[src/rtl/frame_display_sequencer.sv]
// Validates frames captured by serial_decode, latches accepted payloads into a shadow
// register and cycles room/set/state bytes out to the BCD converter.
module frame_display_sequencer #(
  parameter logic [31:0] PREAMBLE_VALUE = 32'hAAAA_AAAA,
  parameter logic [31:0] CONSTANT_VALUE = 32'h0000_0000,
  parameter logic [7:0]  TAIL_VALUE     = 8'h00,
  parameter logic [23:0] DWELL_CYCLES   = 24'd10_000_000,
  parameter logic [31:0] STALE_CYCLES   = 32'd0
) (
  input  logic        clk,
  input  logic        rst_n,
  input  logic        frame_full,
  input  logic [31:0] preamble,
  input  logic [31:0] constant,
  input  logic [7:0]  tail_1,
  input  logic [7:0]  tail_2,
  input  logic [7:0]  tail_3,
  input  logic [15:0] room_temp,
  input  logic [15:0] set_temp,
  input  logic [7:0]  state,
  output logic        decoder_clear,
  output logic        bcd_start,
  output logic [7:0]  bcd_value,
  input  logic        bcd_busy,
  output logic [1:0]  field_select,
  output logic        frame_valid,
  output logic [7:0]  frame_count,
  output logic [7:0]  error_count
);

  typedef enum logic [1:0] {CAP_WAIT, CAP_CLEAR, CAP_HOLD} cap_state_t;
  typedef enum logic [1:0] {D_IDLE, D_LOAD, D_DWELL} disp_state_t;

  function automatic logic frame_matches(input logic [31:0] pre, input logic [31:0] cst,
                                         input logic [7:0] t1, input logic [7:0] t2,
                                         input logic [7:0] t3);
    return (pre == PREAMBLE_VALUE) && (cst == CONSTANT_VALUE) &&
           (t1 == TAIL_VALUE) && (t2 == TAIL_VALUE) && (t3 == TAIL_VALUE);
  endfunction

  function automatic logic [7:0] sat_inc(input logic [7:0] v);
    return (v == 8'hFF) ? v : v + 8'd1;
  endfunction

  function automatic logic [1:0] next_field(input logic [1:0] f);
    logic [1:0] n;
    case (f)
      2'd0:    n = 2'd1;
      2'd1:    n = 2'd2;
      default: n = 2'd0;
    endcase
    return n;
  endfunction

  cap_state_t  cap_state_r;
  disp_state_t disp_state_r;

  logic        in_full_r;
  logic        in_match_r;
  logic [7:0]  in_room_r;
  logic [7:0]  in_set_r;
  logic [7:0]  in_state_r;
  logic [7:0]  shadow_room_r;
  logic [7:0]  shadow_set_r;
  logic [7:0]  shadow_state_r;
  logic [31:0] stale_cnt_r;
  logic [23:0] dwell_cnt_r;

  logic        accept_s;
  logic        stale_hit_s;
  logic        frame_valid_nxt_s;
  logic [7:0]  field_byte_s;
  logic        unused_hi_s;

  // Only the low bytes of the temperatures are ever displayed.
  assign unused_hi_s = ^{room_temp[15:8], set_temp[15:8]};

  // Acceptance, stale expiry and the next value of frame_valid
  always_comb begin
    accept_s    = 1'b0;
    stale_hit_s = 1'b0;
    if ((cap_state_r == CAP_WAIT) && in_full_r && in_match_r) begin
      accept_s = 1'b1;
    end else begin
      accept_s = 1'b0;
    end
    if (frame_valid && (STALE_CYCLES != 32'd0) && (stale_cnt_r == STALE_CYCLES - 32'd1)) begin
      stale_hit_s = 1'b1;
    end else begin
      stale_hit_s = 1'b0;
    end
    if (accept_s) begin
      frame_valid_nxt_s = 1'b1;
    end else if (stale_hit_s) begin
      frame_valid_nxt_s = 1'b0;
    end else begin
      frame_valid_nxt_s = frame_valid;
    end
  end

  // Shadow byte addressed by the current display field
  always_comb begin
    case (field_select)
      2'd0:    field_byte_s = shadow_room_r;
      2'd1:    field_byte_s = shadow_set_r;
      2'd2:    field_byte_s = shadow_state_r;
      default: field_byte_s = 8'h00;
    endcase
  end

  // Input sampling stage: the frame is judged from one coherent snapshot
  always_ff @(posedge clk or negedge rst_n) begin
    if (!rst_n) begin
      in_full_r  <= 1'b0;
      in_match_r <= 1'b0;
      in_room_r  <= 8'h00;
      in_set_r   <= 8'h00;
      in_state_r <= 8'h00;
    end else begin
      in_full_r  <= frame_full;
      in_match_r <= frame_matches(preamble, constant, tail_1, tail_2, tail_3);
      in_room_r  <= room_temp[7:0];
      in_set_r   <= set_temp[7:0];
      in_state_r <= state;
    end
  end

  // Capture FSM: one evaluation per frame, then clear the decoder and wait for full to drop
  always_ff @(posedge clk or negedge rst_n) begin
    if (!rst_n) begin
      cap_state_r    <= CAP_WAIT;
      decoder_clear  <= 1'b0;
      shadow_room_r  <= 8'h00;
      shadow_set_r   <= 8'h00;
      shadow_state_r <= 8'h00;
      frame_count    <= 8'h00;
      error_count    <= 8'h00;
    end else begin
      decoder_clear <= 1'b0;
      case (cap_state_r)
        CAP_WAIT: begin
          if (in_full_r) begin
            if (in_match_r) begin
              shadow_room_r  <= in_room_r;
              shadow_set_r   <= in_set_r;
              shadow_state_r <= in_state_r;
              frame_count    <= sat_inc(frame_count);
            end else begin
              error_count <= sat_inc(error_count);
            end
            decoder_clear <= 1'b1;
            cap_state_r   <= CAP_CLEAR;
          end
        end
        CAP_CLEAR: cap_state_r <= CAP_HOLD;
        CAP_HOLD: begin
          if (!in_full_r) begin
            cap_state_r <= CAP_WAIT;
          end
        end
        default: cap_state_r <= CAP_WAIT;
      endcase
    end
  end

  // Frame liveness: acceptance reloads the stale timer and wins over expiry
  always_ff @(posedge clk or negedge rst_n) begin
    if (!rst_n) begin
      frame_valid <= 1'b0;
      stale_cnt_r <= 32'd0;
    end else begin
      frame_valid <= frame_valid_nxt_s;
      if (accept_s || stale_hit_s || !frame_valid || (STALE_CYCLES == 32'd0)) begin
        stale_cnt_r <= 32'd0;
      end else begin
        stale_cnt_r <= stale_cnt_r + 32'd1;
      end
    end
  end

  // Display FSM; follows the next frame_valid so the first request leaves one cycle after acceptance
  always_ff @(posedge clk or negedge rst_n) begin
    if (!rst_n) begin
      disp_state_r <= D_IDLE;
      dwell_cnt_r  <= 24'd0;
      field_select <= 2'd0;
      bcd_start    <= 1'b0;
      bcd_value    <= 8'h00;
    end else begin
      bcd_start <= 1'b0;
      case (disp_state_r)
        D_IDLE: begin
          field_select <= 2'd0;
          if (frame_valid_nxt_s) begin
            disp_state_r <= D_LOAD;
          end
        end
        D_LOAD: begin
          if (!frame_valid_nxt_s) begin
            disp_state_r <= D_IDLE;
            field_select <= 2'd0;
          end else if (!bcd_busy) begin
            bcd_start    <= 1'b1;
            bcd_value    <= field_byte_s;
            dwell_cnt_r  <= DWELL_CYCLES - 24'd1;
            disp_state_r <= D_DWELL;
          end
        end
        D_DWELL: begin
          if (!frame_valid_nxt_s) begin
            disp_state_r <= D_IDLE;
            field_select <= 2'd0;
          end else if (dwell_cnt_r == 24'd0) begin
            field_select <= next_field(field_select);
            disp_state_r <= D_LOAD;
          end else begin
            dwell_cnt_r <= dwell_cnt_r - 24'd1;
          end
        end
        default: begin
          disp_state_r <= D_IDLE;
          field_select <= 2'd0;
        end
      endcase
    end
  end

endmodule

[config.mk]
export PLATFORM = sky130hd
export DESIGN_NAME = frame_display_sequencer
export DESIGN_NICKNAME = d
export VERILOG_FILES = /design/src/rtl/frame_display_sequencer.sv
export SDC_FILE = /design/constraint.sdc
export NUM_CORES = 1
export LEC_CHECK = 0
export BUFFER_PORTS_ARGS = -buffer_cell sky130_fd_sc_hd__clkbuf_2
export CAP_MARGIN = 5
export CORE_AREA = 2 2 87 130
export CTS_BUF_LIST = sky130_fd_sc_hd__clkbuf_16
export CTS_CLUSTER_SIZE = 25
export DETAILED_ROUTE_END_ITERATION = 10
export DIE_AREA = 0 0 89 132
export PLACE_DENSITY = 0.74
export SYNTH_ARGS = -nofsm -noshare
export SYNTH_HDL_FRONTEND = slang
export SYNTH_SLANG_ARGS = --single-unit
[constraint.sdc]
create_clock -name clk -period 2.4 [get_ports clk]
set_input_delay 0.36 -clock clk [delete_from_list [all_inputs] [get_ports clk]]
set_output_delay 0.36 -clock clk [all_outputs]
set_load 0.005 [all_outputs]
==> results.sh, run 1 <==
export IMPL_slew_violations=0
export IMPL_gr_total_overflow=0
export IMPL_cellLeakagePower_uw=0.00293
export IMPL_synthArstFlopShare=1.00
export IMPL_total_power_uw=3820
export IMPL_synthTopCellsByArea="dfrtp_1, nand2_1, nor4_1, xnor2_1, mux2i_1"
export IMPL_synthesis_nets=572
export IMPL_end_kind="flip-flop"
export IMPL_synthTopCellsByCount="dfrtp_1, nand2_1, nor2_1, nor4_1"
export IMPL_drc=0
export IMPL_synth_edf_count=0
export IMPL_ys_seq_elements=107
export IMPL_cp_required_ns=2.66
export IMPL_worstSetupPathType="flip-flop to flip-flop"
export IMPL_regToRegSetupSlack_ns=0.05
export IMPL_cts_sinks=107
export IMPL_synth_most_common_cell="dfrtp_1"
export IMPL_critPathLaunchType="flip-flop"
export IMPL_period_share=0.980
export IMPL_maxCapViolCount=0
export IMPL_fillers=945
export IMPL_wl_met1_um=4690
export IMPL_netlist_area_um2=4660
export IMPL_r2r_start="dwell_cnt_r[0]"
export IMPL_path_clk_slew_ns=0.07
export IMPL_cts_tree="built"
export IMPL_core_um2=10600
export IMPL_grt_max_degree=51
export IMPL_rsz0062_at_grt="yes"
export IMPL_yosys_area_top_type="dfrtp_1"
export IMPL_grt_pass1_vias=4039
export IMPL_ys_types=51
export IMPL_insertion_delay_ns=0.35
export IMPL_vias=3979
export IMPL_yosysTopAreaCellShare=0.574
export IMPL_fin_crit_ns=2.35
export IMPL_finalHoldViolCount=0
export IMPL_tightestPinTransition_ns=0.579
export IMPL_timing_rr_end="dwell_cnt_r[16]"
export IMPL_start_util=0.440
export IMPL_fp_row_count=46
export IMPL_dp_final_hpwl_um=8400
export IMPL_die_area_um2=11700
export IMPL_setup_violations_final=0
export IMPL_drt_initial_drc_count=151
export IMPL_area_growth_pct=31.8
export IMPL_wl_met3_um=691
export IMPL_min_to="in_room_r[4]"
export IMPL_slowest_stage="or4_4"
export IMPL_routed_top_layer="met4"
export IMPL_syn_avg_cell_area_um2=10.7
export IMPL_fmax_mhz=425
export IMPL_antenna_found_initial=0
export IMPL_cp_cell_sequence="inv_2, ha_4, or4b_4, or4_4, o21ai_4, buf_12, o41ai_2, a21oi_1"
export IMPL_skew_ns=0.00863
export IMPL_ys_warnings_count=0
export IMPL_nets=744
export IMPL_slowest_delay_ns=0.56
export IMPL_cts_htree_levels=3
export IMPL_yosysSeqAreaShare=0.574
export IMPL_drive_above_1_share=0.359
export IMPL_cp_arrival_ns=2.61
export IMPL_synthFlopType="dfrtp_1"
export IMPL_wl_per_cell_um=14.9
export IMPL_ant_nets=0
export IMPL_drt_vias_per_instance=5.26
export IMPL_die_h_um=132
export IMPL_ios=161
export IMPL_final_util=0.580
export IMPL_synth_cells=436
export IMPL_cts_buffers=9
export IMPL_grt_pass1_wl_um=18900
export IMPL_track_usage=0.205
export IMPL_port_buffers=144
export IMPL_path_max_fanout=12
export IMPL_hold_path_class="primary input to flip-flop"
export IMPL_worstHoldStart="room_temp[4]"
export IMPL_antenna_cells=0
export IMPL_min_path_cells=1
export IMPL_gp_congestion=0.875
export IMPL_wl_um=11200
export IMPL_first_pass_iters=5
export IMPL_root_buffer="clkbuf_16"
export IMPL_worst_r2r_cell_count=8
export IMPL_outcome="finished clean"
export IMPL_die_w_um=89
export IMPL_powerDensity_nw_per_um2=622
export IMPL_cts_buffer_depth=2
export IMPL_ir_drop_mv=0.541
export IMPL_wl_met2_um=5630
export IMPL_maxSlewHeadroom=0.608
## layer usage
layer	global-route usage	vias to the layer above
met1	0.265	1910
met2	0.330	122
met5	0	-
met3	0.0526	29
met4	0.0746	0
li1	-	1918
## repair_timing
action | CTS | global route
buffers inserted | 2 | 0
endpoints found under the hold margin | 31 | 0
gates resized for setup | 2 | 9
pin swaps | 3 | 4
gates cloned | 1 | 0
hold buffers | 1 | 0
setup endpoints to repair | 1 | 23
## registers in the layout, indices dropped and copies added, names as in the netlist
register and flops:
cap_state_r 2, bcd_value 8, in_match_r 1, bcd_start 1
dwell_cnt_r 24, shadow_state_r 8, decoder_clear 1, shadow_room_r 8
frame_valid 1, shadow_set_r 8, field_select 2, error_count 8
in_set_r 8, in_room_r 8, in_full_r 1, frame_count 8
disp_state_r 2, in_state_r 8
## logic make-up (layout without fill, tap and decap cells)
kind of cell / after synthesis / in the layout / synth area share
muxes: 12 / 12 / 0.0263
and+or+nand+nor: 215 / 215 / 0.244
buffers and inverters: 21 / 196 / 0.0207
adders and majority gates: 4 / 4 / 0.0107
AOI/OAI and AO/OA: 59 / 60 / 0.0897
DFF: 107 / 107 / 0.574
xor gates and xnor gates: 18 / 18 / 0.0338
## cell type report
type | count | area (um^2) | area share
clock inverters | 6 | 78.8 | 0.0128
repair buffers | 175 | 983 | 0.160
multi-input cells | 309 | 1970 | 0.321
inverters | 6 | 22.5 | 0.00367
flip-flops and latches | 107 | 2680 | 0.436
well taps | 144 | 180 | 0.0293
clock buffers | 9 | 225 | 0.0367
## worst max path at each step
stage / start / end / slack [ns] / cells past startpoint
after floorplan: dwell_cnt_r[0] / dwell_cnt_r[4] / 0.10 / 8
after global placement: dwell_cnt_r[0] / dwell_cnt_r[2] / 0.09 / 7
after detailed placement: dwell_cnt_r[0] / dwell_cnt_r[2] / -0.005 / 7
after CTS: dwell_cnt_r[0] / dwell_cnt_r[16] / -0.005 / 8
after global routing: dwell_cnt_r[0] / dwell_cnt_r[16] / -0.02 / 8
final: dwell_cnt_r[0] / dwell_cnt_r[16] / 0.05 / 8
## power by group
group          internal, uW  total (uW)  switching [uW]
Clock                   827        1500             671
Sequential             1890        1990            93.9
Combinational           183         336             153
Total                  2900        3820             918
## cells in the final DEF (no fill, tap or decap), drive strengths merged, types with 2 or more instances in the layout
| master | netlist | final |
|---|---|---|
| a211oi | 4 | 4 |
| a21oi | 13 | 13 |
| a31oi | 5 | 5 |
| and3 | 7 | 7 |
| buf | 8 | 31 |
| clkbuf | 7 | 152 |
| dfrtp | 107 | 107 |
| ha | 4 | 4 |
| inv | 6 | 10 |
| mux2 | 2 | 2 |
| mux2i | 10 | 10 |
| nand2 | 96 | 96 |
| nand3 | 7 | 7 |
| nand4 | 13 | 13 |
| nor2 | 20 | 20 |
| nor2b | 5 | 5 |
| nor3 | 6 | 6 |
| nor3b | 4 | 4 |
| nor4 | 22 | 22 |
| nor4b | 3 | 3 |
| nor4bb | 6 | 6 |
| o211ai | 3 | 3 |
| o21a | 2 | 3 |
| o21ai | 16 | 16 |
| o311ai | 5 | 5 |
| o31ai | 5 | 5 |
| o41ai | 4 | 4 |
| or2 | 4 | 4 |
| or3 | 6 | 6 |
| or4 | 12 | 12 |
| xnor2 | 13 | 13 |
| xor2 | 5 | 5 |
## per-stage QoR
step	setup slack (ns)	hold slack [ns]	TNS, ns	instances	cell area, um^2
2_1_floorplan	0.103	0.0644	0	436	4660
3_3_place_gp	0.0896	0.340	0	737	5740
3_5_place_dp	-0.00502	0.336	-0.00502	737	5740
4_1_cts	-0.00507	0.102	-0.00609	756	6100
5_1_grt	-0.0201	0.0934	-0.0628	756	6140
6_report	0.0489	0.111	0	756	6140
## critical path: cells and delay by family, from the launching register on
family | cells | cell delay (ns)
AOI/OAI and AO/OA | 3 | 0.45
buffers and inverters | 2 | 0.26
and+or+nand+nor | 2 | 1.02
adders and majority gates | 1 | 0.13
DFF | 1 | 0.41
Power figures use the tool's default switching activity.
==> run 2, diff against run 1 <==
CORE_AREA = 2 2 105 158   (was 2 2 87 130)
DIE_AREA = 0 0 107 160   (was 0 0 89 132)
PLACE_DENSITY = 0.56   (was 0.74)
==> results.sh, run 2 (synthesis gave the netlist of run 1 again) <==
export IMPL_outcome="finished clean"
export IMPL_rsz0062_at_grt="yes"
export IMPL_period_share=0.960
export IMPL_ios=161
export IMPL_cp_required_ns=2.63
export IMPL_fmax_mhz=434
export IMPL_root_buffer="clkbuf_16"
export IMPL_final_area_um2=6220
export IMPL_cellLeakagePower_uw=0.00292
export IMPL_cp_cell_sequence="inv_2, ha_1, or4b_4, or4_4, o2111ai_4, xor2_1, nand2_1"
export IMPL_die_area_um2=17100
export IMPL_skew_ns=0.00845
export IMPL_grt_pass1_wl_um=19100
export IMPL_cts_tree="built"
export IMPL_ir_drop_mv=0.386
export IMPL_timing_critical_path_buf_inv=1
export IMPL_worst_slack_ns=0.0957
export IMPL_nets=745
export IMPL_wl_per_cell_um=13.9
export IMPL_grt_pass1_vias=4098
export IMPL_path_max_fanout=6
export IMPL_mostFrequentLayoutCells="clkbuf_2, dfrtp_1, nand2_1"
export IMPL_dpl_cell_area_um2=5840
export IMPL_cts_buffers=9
export IMPL_fin_crit_ns=2.30
export IMPL_drt_initial_drc_count=173
export IMPL_final_common_cell="clkbuf_2"
export IMPL_maxSlewHeadroom=0.535
export IMPL_cts_htree_levels=3
export IMPL_core_um2=15900
export IMPL_cts_sinks=107
export IMPL_drive_above_1_share=0.358
export IMPL_insertion_delay_ns=0.35
export IMPL_start_util=0.293
export IMPL_min_path_cells=1
export IMPL_first_pass_iters=4
export IMPL_tightestPinTransition_ns=0.698
export IMPL_gr_total_overflow=0
export IMPL_powerDensity_nw_per_um2=626
export IMPL_antenna_cells=0
export IMPL_hold_path_class="primary input to flip-flop"
export IMPL_die_w_um=107
export IMPL_vias=3952
export IMPL_critical_path_top_delay_family="simple AND/OR/NAND/NOR gates"
export IMPL_top_register="dwell_cnt_r"
export IMPL_wl_um=11400
export IMPL_cts_buffer_depth=2
export IMPL_regToRegSetupSlack_ns=0.1
export IMPL_critPathLaunchType="flip-flop"
export IMPL_maxCapViolCount=0
export IMPL_finalHoldViolCount=0
export IMPL_end_kind="flip-flop"
export IMPL_slew_violations=0
export IMPL_worstSetupPathType="flip-flop to flip-flop"
export IMPL_track_usage=0.138
export IMPL_min_to="in_set_r[5]"
export IMPL_drt_vias_per_instance=4.82
export IMPL_dp_slack_ns=0.0470
export IMPL_cp_arrival_ns=2.53
export IMPL_final_util=0.391
export IMPL_path_clk_slew_ns=0.08
export IMPL_antenna_found_initial=0
export IMPL_area_growth_pct=33.5
export IMPL_worstHoldStart="set_temp[5]"
export IMPL_slowest_stage="or4_4"
export IMPL_ant_nets=0
export IMPL_worst_r2r_cell_count=7
export IMPL_dp_final_hpwl_um=8700
export IMPL_die_h_um=160
export IMPL_grt_max_degree=48
export IMPL_largest_reg_flops=24
export IMPL_r2r_start="dwell_cnt_r[0]"
export IMPL_drc=0
export IMPL_timing_rr_end="dwell_cnt_r[6]"
export IMPL_fp_row_count=57
export IMPL_port_buffers=144
export IMPL_setup_violations_final=0
export IMPL_slowest_delay_ns=0.55
export IMPL_gp_congestion=0.798
[run 2: worst max-delay path by stage]
stage / from / endpoint / slack, ns / depth (start not counted)
final: dwell_cnt_r[0] / dwell_cnt_r[6] / 0.1 / 7
after global routing: dwell_cnt_r[0] / dwell_cnt_r[8] / -0.02 / 7
after CTS: dwell_cnt_r[0] / dwell_cnt_r[6] / 0.03 / 7
after detailed placement: dwell_cnt_r[0] / dwell_cnt_r[6] / 0.05 / 7
after global placement: dwell_cnt_r[0] / dwell_cnt_r[2] / 0.1 / 7
after floorplan: dwell_cnt_r[0] / dwell_cnt_r[4] / 0.10 / 8
[run 2: where the power goes]
group / switching [uW] / leakage [uW] / internal (uW)
combinational: 152 / 0.00142 / 184
clock: 726 / 0.000159 / 852
sequential: 93.4 / 0.00134 / 1890
[run 2: per-stage QoR]
step / hold slack, ns / TNS (ns) / cells / power (uW)
after floorplan: 0.0644 / 0 / 436 / 2110
after global placement: 0.215 / 0 / 801 / 2350
after detailed placement: 0.217 / 0 / 801 / 2360
after CTS: 0.102 / 0 / 818 / 3960
after global routing: 0.0936 / -0.0923 / 820 / 4090
final: 0.113 / 0 / 820 / 3900
[run 2: per-layer routing]
| layer | vias up | share of wire | GRT usage |
|---|---|---|---|
| met4 | 0 | 0.014 | 0.0472 |
| met2 | 127 | 0.53 | 0.245 |
| met3 | 12 | 0.050 | 0.0273 |
| li1 | 1919 | - | - |
| met1 | 1894 | 0.40 | 0.164 |
| met5 | - | 0 | 0 |
[run 2: final cells by class]
class,count,area [um^2]
fillers,1595,9680
repair buffers,176,991
well taps,206,258
clock inverters,7,97.6
flip-flops and latches,107,2680
inverters,6,22.5
multi-input cells,309,1950
clock buffers,9,225
[run 2: timing repair]
| action | in CTS | in global routing |
|---|---|---|
| hold buffers | 1 | 0 |
| resized for setup | 0 | 7 |
| endpoints found under the hold margin | 10 | 0 |
| setup endpoints to repair | 0 | 13 |
| buffers inserted | 0 | 1 |
